File: src/rtl/pipeline_hazard_ctrl_if.sv
// rtl/pipeline_hazard_ctrl_if.sv - decode-side hazard inputs and pipeline register controls
interface pipeline_hazard_ctrl_if;
  logic [4:0] id_rs;
  logic [4:0] id_rt;
  logic       id_uses_rs;
  logic       id_uses_rt;
  logic [4:0] ex_rd;
  logic       ex_mem_read;
  logic       branch_taken;
  logic       mem_busy;
  logic       pc_ld;
  logic       if_id_ld;
  logic       if_id_flush;
  logic       id_ex_ld;
  logic       id_ex_bubble;
  logic       ex_mem_ld;
  logic       mem_wb_ld;

  // Pipeline side: reports the ID/EX status, consumes the register controls.
  modport master (
    output id_rs, id_rt, id_uses_rs, id_uses_rt, ex_rd, ex_mem_read, branch_taken, mem_busy,
    input  pc_ld, if_id_ld, if_id_flush, id_ex_ld, id_ex_bubble, ex_mem_ld, mem_wb_ld
  );

  // Controller side.
  modport slave (
    input  id_rs, id_rt, id_uses_rs, id_uses_rt, ex_rd, ex_mem_read, branch_taken, mem_busy,
    output pc_ld, if_id_ld, if_id_flush, id_ex_ld, id_ex_bubble, ex_mem_ld, mem_wb_ld
  );
endinterface

File: src/rtl/pipeline_hazard_ctrl.sv
// rtl/pipeline_hazard_ctrl.sv - load-use, branch flush and memory freeze control for a 5-stage pipeline
module pipeline_hazard_ctrl #(
  parameter int CNT_W    = 16,
  parameter int MAX_WAIT = 64
) (
  input  logic               clk_i,
  input  logic               rst_i,
  pipeline_hazard_ctrl_if.slave hz,
  output logic [CNT_W-1:0]   stall_cnt_o,
  output logic [CNT_W-1:0]   flush_cnt_o,
  output logic               mem_timeout_o
);

  localparam int WAIT_W = $clog2(MAX_WAIT + 1);
  localparam logic [WAIT_W-1:0] WAIT_MAX = WAIT_W'(MAX_WAIT);

  typedef enum logic {RUN, MEM_WAIT} state_e;

  state_e              state_q, state_d;
  logic                flush_pend_q, flush_pend_d;
  logic [WAIT_W-1:0]   wait_cnt_q, wait_cnt_d;
  logic [CNT_W-1:0]    stall_cnt_q, stall_cnt_d;
  logic [CNT_W-1:0]    flush_cnt_q, flush_cnt_d;
  logic                mem_timeout_q, mem_timeout_d;

  logic hazard;
  logic flush_now;
  logic pc_ld, if_id_ld, if_id_flush, id_ex_ld, id_ex_bubble, ex_mem_ld, mem_wb_ld;

  // Register controls: freeze beats flush beats load-use; everything held low in reset.
  always_comb begin
    hazard = hz.ex_mem_read && (hz.ex_rd != 5'd0) &&
             ((hz.id_uses_rs && (hz.ex_rd == hz.id_rs)) ||
              (hz.id_uses_rt && (hz.ex_rd == hz.id_rt)));
    flush_now    = !hz.mem_busy && (hz.branch_taken || flush_pend_q);
    pc_ld        = 1'b0;
    if_id_ld     = 1'b0;
    if_id_flush  = 1'b0;
    id_ex_ld     = 1'b0;
    id_ex_bubble = 1'b0;
    ex_mem_ld    = 1'b0;
    mem_wb_ld    = 1'b0;
    if (!rst_i && !hz.mem_busy) begin
      id_ex_ld  = 1'b1;
      ex_mem_ld = 1'b1;
      mem_wb_ld = 1'b1;
      if (flush_now) begin
        // The wrong-path instruction in ID is discarded, so a hazard on it is moot.
        pc_ld        = 1'b1;
        if_id_ld     = 1'b1;
        if_id_flush  = 1'b1;
        id_ex_bubble = 1'b1;
      end else if (hazard) begin
        // Hold PC and IF/ID one cycle; the nop sent to EX clears the hazard.
        id_ex_bubble = 1'b1;
      end else begin
        pc_ld    = 1'b1;
        if_id_ld = 1'b1;
      end
    end
    hz.pc_ld        = pc_ld;
    hz.if_id_ld     = if_id_ld;
    hz.if_id_flush  = if_id_flush;
    hz.id_ex_ld     = id_ex_ld;
    hz.id_ex_bubble = id_ex_bubble;
    hz.ex_mem_ld    = ex_mem_ld;
    hz.mem_wb_ld    = mem_wb_ld;
  end

  // Next state: freeze tracking, deferred flush, wait watchdog and saturating counters.
  always_comb begin
    state_d       = hz.mem_busy ? MEM_WAIT : RUN;
    flush_pend_d  = flush_pend_q;
    wait_cnt_d    = '0;
    stall_cnt_d   = stall_cnt_q;
    flush_cnt_d   = flush_cnt_q;
    if (hz.mem_busy && hz.branch_taken) begin
      flush_pend_d = 1'b1;
    end else if (flush_now) begin
      flush_pend_d = 1'b0;
    end
    if ((state_q == MEM_WAIT) && hz.mem_busy) begin
      wait_cnt_d = (wait_cnt_q == WAIT_MAX) ? wait_cnt_q : wait_cnt_q + WAIT_W'(1);
    end
    mem_timeout_d = mem_timeout_q || (wait_cnt_d == WAIT_MAX);
    if (!pc_ld && (stall_cnt_q != '1)) begin
      stall_cnt_d = stall_cnt_q + CNT_W'(1);
    end
    if (flush_now && (flush_cnt_q != '1)) begin
      flush_cnt_d = flush_cnt_q + CNT_W'(1);
    end
  end

  // State register with synchronous reset.
  always_ff @(posedge clk_i) begin
    if (rst_i) begin
      state_q       <= RUN;
      flush_pend_q  <= 1'b0;
      wait_cnt_q    <= '0;
      stall_cnt_q   <= '0;
      flush_cnt_q   <= '0;
      mem_timeout_q <= 1'b0;
    end else begin
      state_q       <= state_d;
      flush_pend_q  <= flush_pend_d;
      wait_cnt_q    <= wait_cnt_d;
      stall_cnt_q   <= stall_cnt_d;
      flush_cnt_q   <= flush_cnt_d;
      mem_timeout_q <= mem_timeout_d;
    end
  end

  assign stall_cnt_o   = stall_cnt_q;
  assign flush_cnt_o   = flush_cnt_q;
  assign mem_timeout_o = mem_timeout_q;

endmodule

File: src/flat_wrapper.sv
// flat-port wrapper written by rule: the top's interface ports become plain ports
module pipeline_hazard_ctrl_flat 
#(
  parameter int CNT_W    = 16,
  parameter int MAX_WAIT = 64
)
  (clk_i, rst_i, stall_cnt_o, flush_cnt_o, mem_timeout_o, hz_id_rs, hz_id_rt, hz_id_uses_rs, hz_id_uses_rt, hz_ex_rd, hz_ex_mem_read, hz_branch_taken, hz_mem_busy, hz_pc_ld, hz_if_id_ld, hz_if_id_flush, hz_id_ex_ld, hz_id_ex_bubble, hz_ex_mem_ld, hz_mem_wb_ld);
  pipeline_hazard_ctrl_if hz_i ();
  input  logic clk_i;
  input  logic rst_i;
  output logic [CNT_W-1:0] stall_cnt_o;
  output logic [CNT_W-1:0] flush_cnt_o;
  output logic mem_timeout_o;
  input wire logic [$bits(hz_i.id_rs)-1:0] hz_id_rs;
  input wire logic [$bits(hz_i.id_rt)-1:0] hz_id_rt;
  input wire logic [$bits(hz_i.id_uses_rs)-1:0] hz_id_uses_rs;
  input wire logic [$bits(hz_i.id_uses_rt)-1:0] hz_id_uses_rt;
  input wire logic [$bits(hz_i.ex_rd)-1:0] hz_ex_rd;
  input wire logic [$bits(hz_i.ex_mem_read)-1:0] hz_ex_mem_read;
  input wire logic [$bits(hz_i.branch_taken)-1:0] hz_branch_taken;
  input wire logic [$bits(hz_i.mem_busy)-1:0] hz_mem_busy;
  output wire logic [$bits(hz_i.pc_ld)-1:0] hz_pc_ld;
  output wire logic [$bits(hz_i.if_id_ld)-1:0] hz_if_id_ld;
  output wire logic [$bits(hz_i.if_id_flush)-1:0] hz_if_id_flush;
  output wire logic [$bits(hz_i.id_ex_ld)-1:0] hz_id_ex_ld;
  output wire logic [$bits(hz_i.id_ex_bubble)-1:0] hz_id_ex_bubble;
  output wire logic [$bits(hz_i.ex_mem_ld)-1:0] hz_ex_mem_ld;
  output wire logic [$bits(hz_i.mem_wb_ld)-1:0] hz_mem_wb_ld;
  assign hz_i.id_rs = hz_id_rs;
  assign hz_i.id_rt = hz_id_rt;
  assign hz_i.id_uses_rs = hz_id_uses_rs;
  assign hz_i.id_uses_rt = hz_id_uses_rt;
  assign hz_i.ex_rd = hz_ex_rd;
  assign hz_i.ex_mem_read = hz_ex_mem_read;
  assign hz_i.branch_taken = hz_branch_taken;
  assign hz_i.mem_busy = hz_mem_busy;
  assign hz_pc_ld = hz_i.pc_ld;
  assign hz_if_id_ld = hz_i.if_id_ld;
  assign hz_if_id_flush = hz_i.if_id_flush;
  assign hz_id_ex_ld = hz_i.id_ex_ld;
  assign hz_id_ex_bubble = hz_i.id_ex_bubble;
  assign hz_ex_mem_ld = hz_i.ex_mem_ld;
  assign hz_mem_wb_ld = hz_i.mem_wb_ld;
  pipeline_hazard_ctrl #(.CNT_W(CNT_W), .MAX_WAIT(MAX_WAIT)) u_core (.clk_i(clk_i), .rst_i(rst_i), .hz(hz_i), .stall_cnt_o(stall_cnt_o), .flush_cnt_o(flush_cnt_o), .mem_timeout_o(mem_timeout_o));
endmodule
File: config.mk
export PLATFORM = sky130hd
export DESIGN_NAME = pipeline_hazard_ctrl_flat
export DESIGN_NICKNAME = d
export VERILOG_FILES = /design/src/rtl/pipeline_hazard_ctrl_if.sv /design/src/rtl/pipeline_hazard_ctrl.sv /design/src/flat_wrapper.sv
export SDC_FILE = /design/constraint.sdc
export NUM_CORES = 1
export LEC_CHECK = 0
export ABC_CLOCK_PERIOD_IN_PS = 2300
export CAP_MARGIN = 0
export CORE_MARGIN = 5
export CORE_UTILIZATION = 43
export CTS_CLUSTER_SIZE = 40
export DETAILED_ROUTE_END_ITERATION = 10
export PLACE_DENSITY = 0.76
export SETUP_SLACK_MARGIN = 0.3
export SKIP_LAST_GASP = 1
export SYNTH_ARGS = -nofsm -noshare
export SYNTH_HDL_FRONTEND = slang
export SYNTH_SLANG_ARGS = --single-unit
File: constraint.sdc
create_clock -name clk_i -period 2.3 [get_ports clk_i]
set_clock_uncertainty 0.1 [all_clocks]
set_input_delay 0.23 -clock clk_i [delete_from_list [all_inputs] [get_ports clk_i]]
set_output_delay 0.23 -clock clk_i [all_outputs]
set_load 0.03 [all_outputs]
==> flow_metrics.tcl <==
set metrics [dict create \
    timing.final.ws_setup_ns 0.3024 \
    wirelength_um 6046 \
    drive_gt1_share_pct 21.35 \
    leakage_uw 0.001173 \
    cp_max_fo 5 \
    drc_errors 0 \
    grt-ovfl-total 0 \
    yosysTopAreaCellShare_pct 36.94 \
    hold_violations 0 \
    die_h_um 82.75 \
    period_share_pct 86.85 \
    syn_nets 295 \
    rsz0062_at_grt "true" \
    synth_area_leaders "dfxtp_1, xnor2_1, nor2_1" \
    avgViaCountPerCell 5.408 \
    dieArea_um2 6848 \
    cp_common_cell "buf_6" \
    drv_slew 0 \
    clkLatencyLatePin_ns 0.29 \
    synth_seq_cells 42 \
    ctsHoldBuffers 0 \
    yosysSeqAreaShare_pct 36.94 \
    synth-edff-count 0 \
    cts.reportedPaths.clkPinSlew_ns 0.08 \
    layout.cells.non_filler 412 \
    hold_path_class "reg -> reg" \
    tightest_slew_ns 0.3892 \
    mostFrequentLayoutCells "clkdlybuf4s50_1, dfxtp_1, nor2_1" \
    relSlewSlack_pct 73.83 \
    start_util_pct 44.28 \
    slowest_stage "or4_4" \
    die_x_um 82.75 \
    clockBufferDepth 2 \
    place_area_um2 2992 \
    rows 26 \
    clock_sinks 42 \
    worstSetupEndpointType "primary output" \
    grt_max_degree 23 \
    worstPathCellList "buf_6 -> or4_4 -> o21ai_4 -> nor3_2 -> a211o_4 -> inv_8 -> buf_6" \
    ir_drop_v 0.0004375 \
    dr.pass1.iters 4 \
    h-tree-depth 2 \
    clockRootBuffer "clkbuf_8" \
    wl_per_cell_um 14.67 \
    syn_area_um2 2276 \
    synth_cell_types 44 \
    synthFlopType "dfxtp_1" \
    outcome "finished, final reports clean" \
    place_ws_ns -0.2853 \
    layout_min_cycle_time_ns 1.998 \
    crit_arrival_ns 1.67 \
    grt_pass1_vias 2134 \
    io_buffers 61 \
    setup-violations-final 0 \
    worstPathRequired_ns 1.97 \
    synth.avg_cell_area_um2 8.461 \
    startpoint_type "primary input" \
    power_density_nw_per_um2 437.2 \
    final_nets 368 \
    drv_cap 0 \
    grt_pass1_wl_um 9756 \
    drt_iter0_drc 107 \
    async_flop_share_pct 0 \
    fin_area_um2 3226 \
    slowest_delay_ns 0.53 \
    path_class "in -> out" \
    synthCells 269 \
    pin_count 62 \
    antenna_cells 0 \
    fmax_ghz 0.5006 \
    vias 2228 \
    layout_commonest_cell "clkdlybuf4s50_1" \
    placed_cells 396 \
    cts_made_buffers 5 \
    routabilityCongestion 0.8354 \
    synth_top_area_cell "dfxtp_1" \
    grt_use_total_pct 18.24 \
    area_growth_pct 41.73 \
    grt_antenna_before_repair 0 \
    cts_tree "yes" \
    dp.final_hpwl_um 4215 \
    ant_nets 0 \
    yosysWarnings 0 \
    core_area_um2 5140 \
]
==> final cells by class <==
class | instances | area, µm²
Clock inverter | 2 | 10.01
Timing Repair Buffer | 79 | 743.2
Sequential cell | 42 | 855.8
Clock buffer | 5 | 68.82
Fill cell | 468 | 1914
Tap cell | 70 | 87.58
Multi-Input combinational cell | 204 | 1415
Inverter | 10 | 45.04
==> path summary, 6_finish.rpt <==
check                        start                    end  slack (ns)  cells past startpoint
max reg2reg  u_core.stall_cnt_o[0]  u_core.stall_cnt_o[9]        0.39                      7
min reg2reg   u_core.mem_timeout_o   u_core.mem_timeout_o        0.36                      2
max                    hz_ex_rd[3]               hz_pc_ld        0.30                      7
min           u_core.mem_timeout_o   u_core.mem_timeout_o        0.36                      2
==> state kept, by name (all words and copies together), names as in the netlist <==
| register | cells |
|---|---|
| u_core.wait_cnt_q | 7 |
| u_core.mem_timeout_o | 1 |
| u_core.flush_pend_q | 1 |
| u_core.stall_cnt_o | 16 |
| u_core.flush_cnt_o | 16 |
| u_core.state_q | 1 |
==> kinds of logic after synthesis <==
kind of cell	Yosys count	synth area share [%]
adder cells (fa/ha/maj)	4	2.199
AND/OR/NAND/NOR	124	29.36
flip-flops	42	36.94
buffers and inverters	23	5.552
multiplexers	6	3.023
AO/OA/AOI/OAI	43	12.54
XOR/XNOR	27	10.39
==> cell usage after synthesis (7+ instances only) <==
library cell   n
and3_1         7
clkbuf_1       8
a21oi_1       17
inv_1          9
nand3_1       16
nor3_1         9
or4_1         10
xnor2_1       20
xor2_1         7
nor2_1        30
dfxtp_1       42
o21ai_0        7
nand4_1       13
o31ai_1        9
nand2_1       13
==> power breakdown <==
part	total, µW	internal [µW]	leakage, µW	switching (µW)
combinational	204	99.6	0.000786	104
sequential	748	737	0.000343	11.3
clock	458	204	0.0000438	254
==> routing by layer <==
metal  vias to the layer above  share of wire [%]  track usage (%)
li1                       1123                  -                -
met1                      1024                 45            23.37
met2                        77                 46            29.73
met3                         4                7.7            4.989
met4                         0               0.76            5.719
met5                         -                  0                0
==> worst max-delay path, delay by kind of cell <==
kind	cells	cell delay, ns
AO/OA/AOI/OAI	2	0.52
buffers and inverters	3	0.31
AND/OR/NAND/NOR	2	0.60
==> what timing repair did <==
| item | CTS | global route |
|---|---|---|
| setup buffers | 5 | 3 |
| setup endpoints to repair | 18 | 21 |
| pin swaps | 17 | 12 |
| gates resized for setup | 38 | 18 |
| gates cloned | 0 | 1 |
==> per-stage QoR <==
stage	utilization [%]	power, µW	hold slack (ns)	TNS [ns]
floorplan	-	867.1	0.2984	0
global placement	58.20	948.8	0.3453	-2.294
detailed placement	58.20	951.1	0.3672	-3.189
CTS	60.78	1411	0.3776	0
global route	62.76	1464	0.3993	0
finish	62.76	1410	0.3638	0
(Power assumes the default switching activity.)
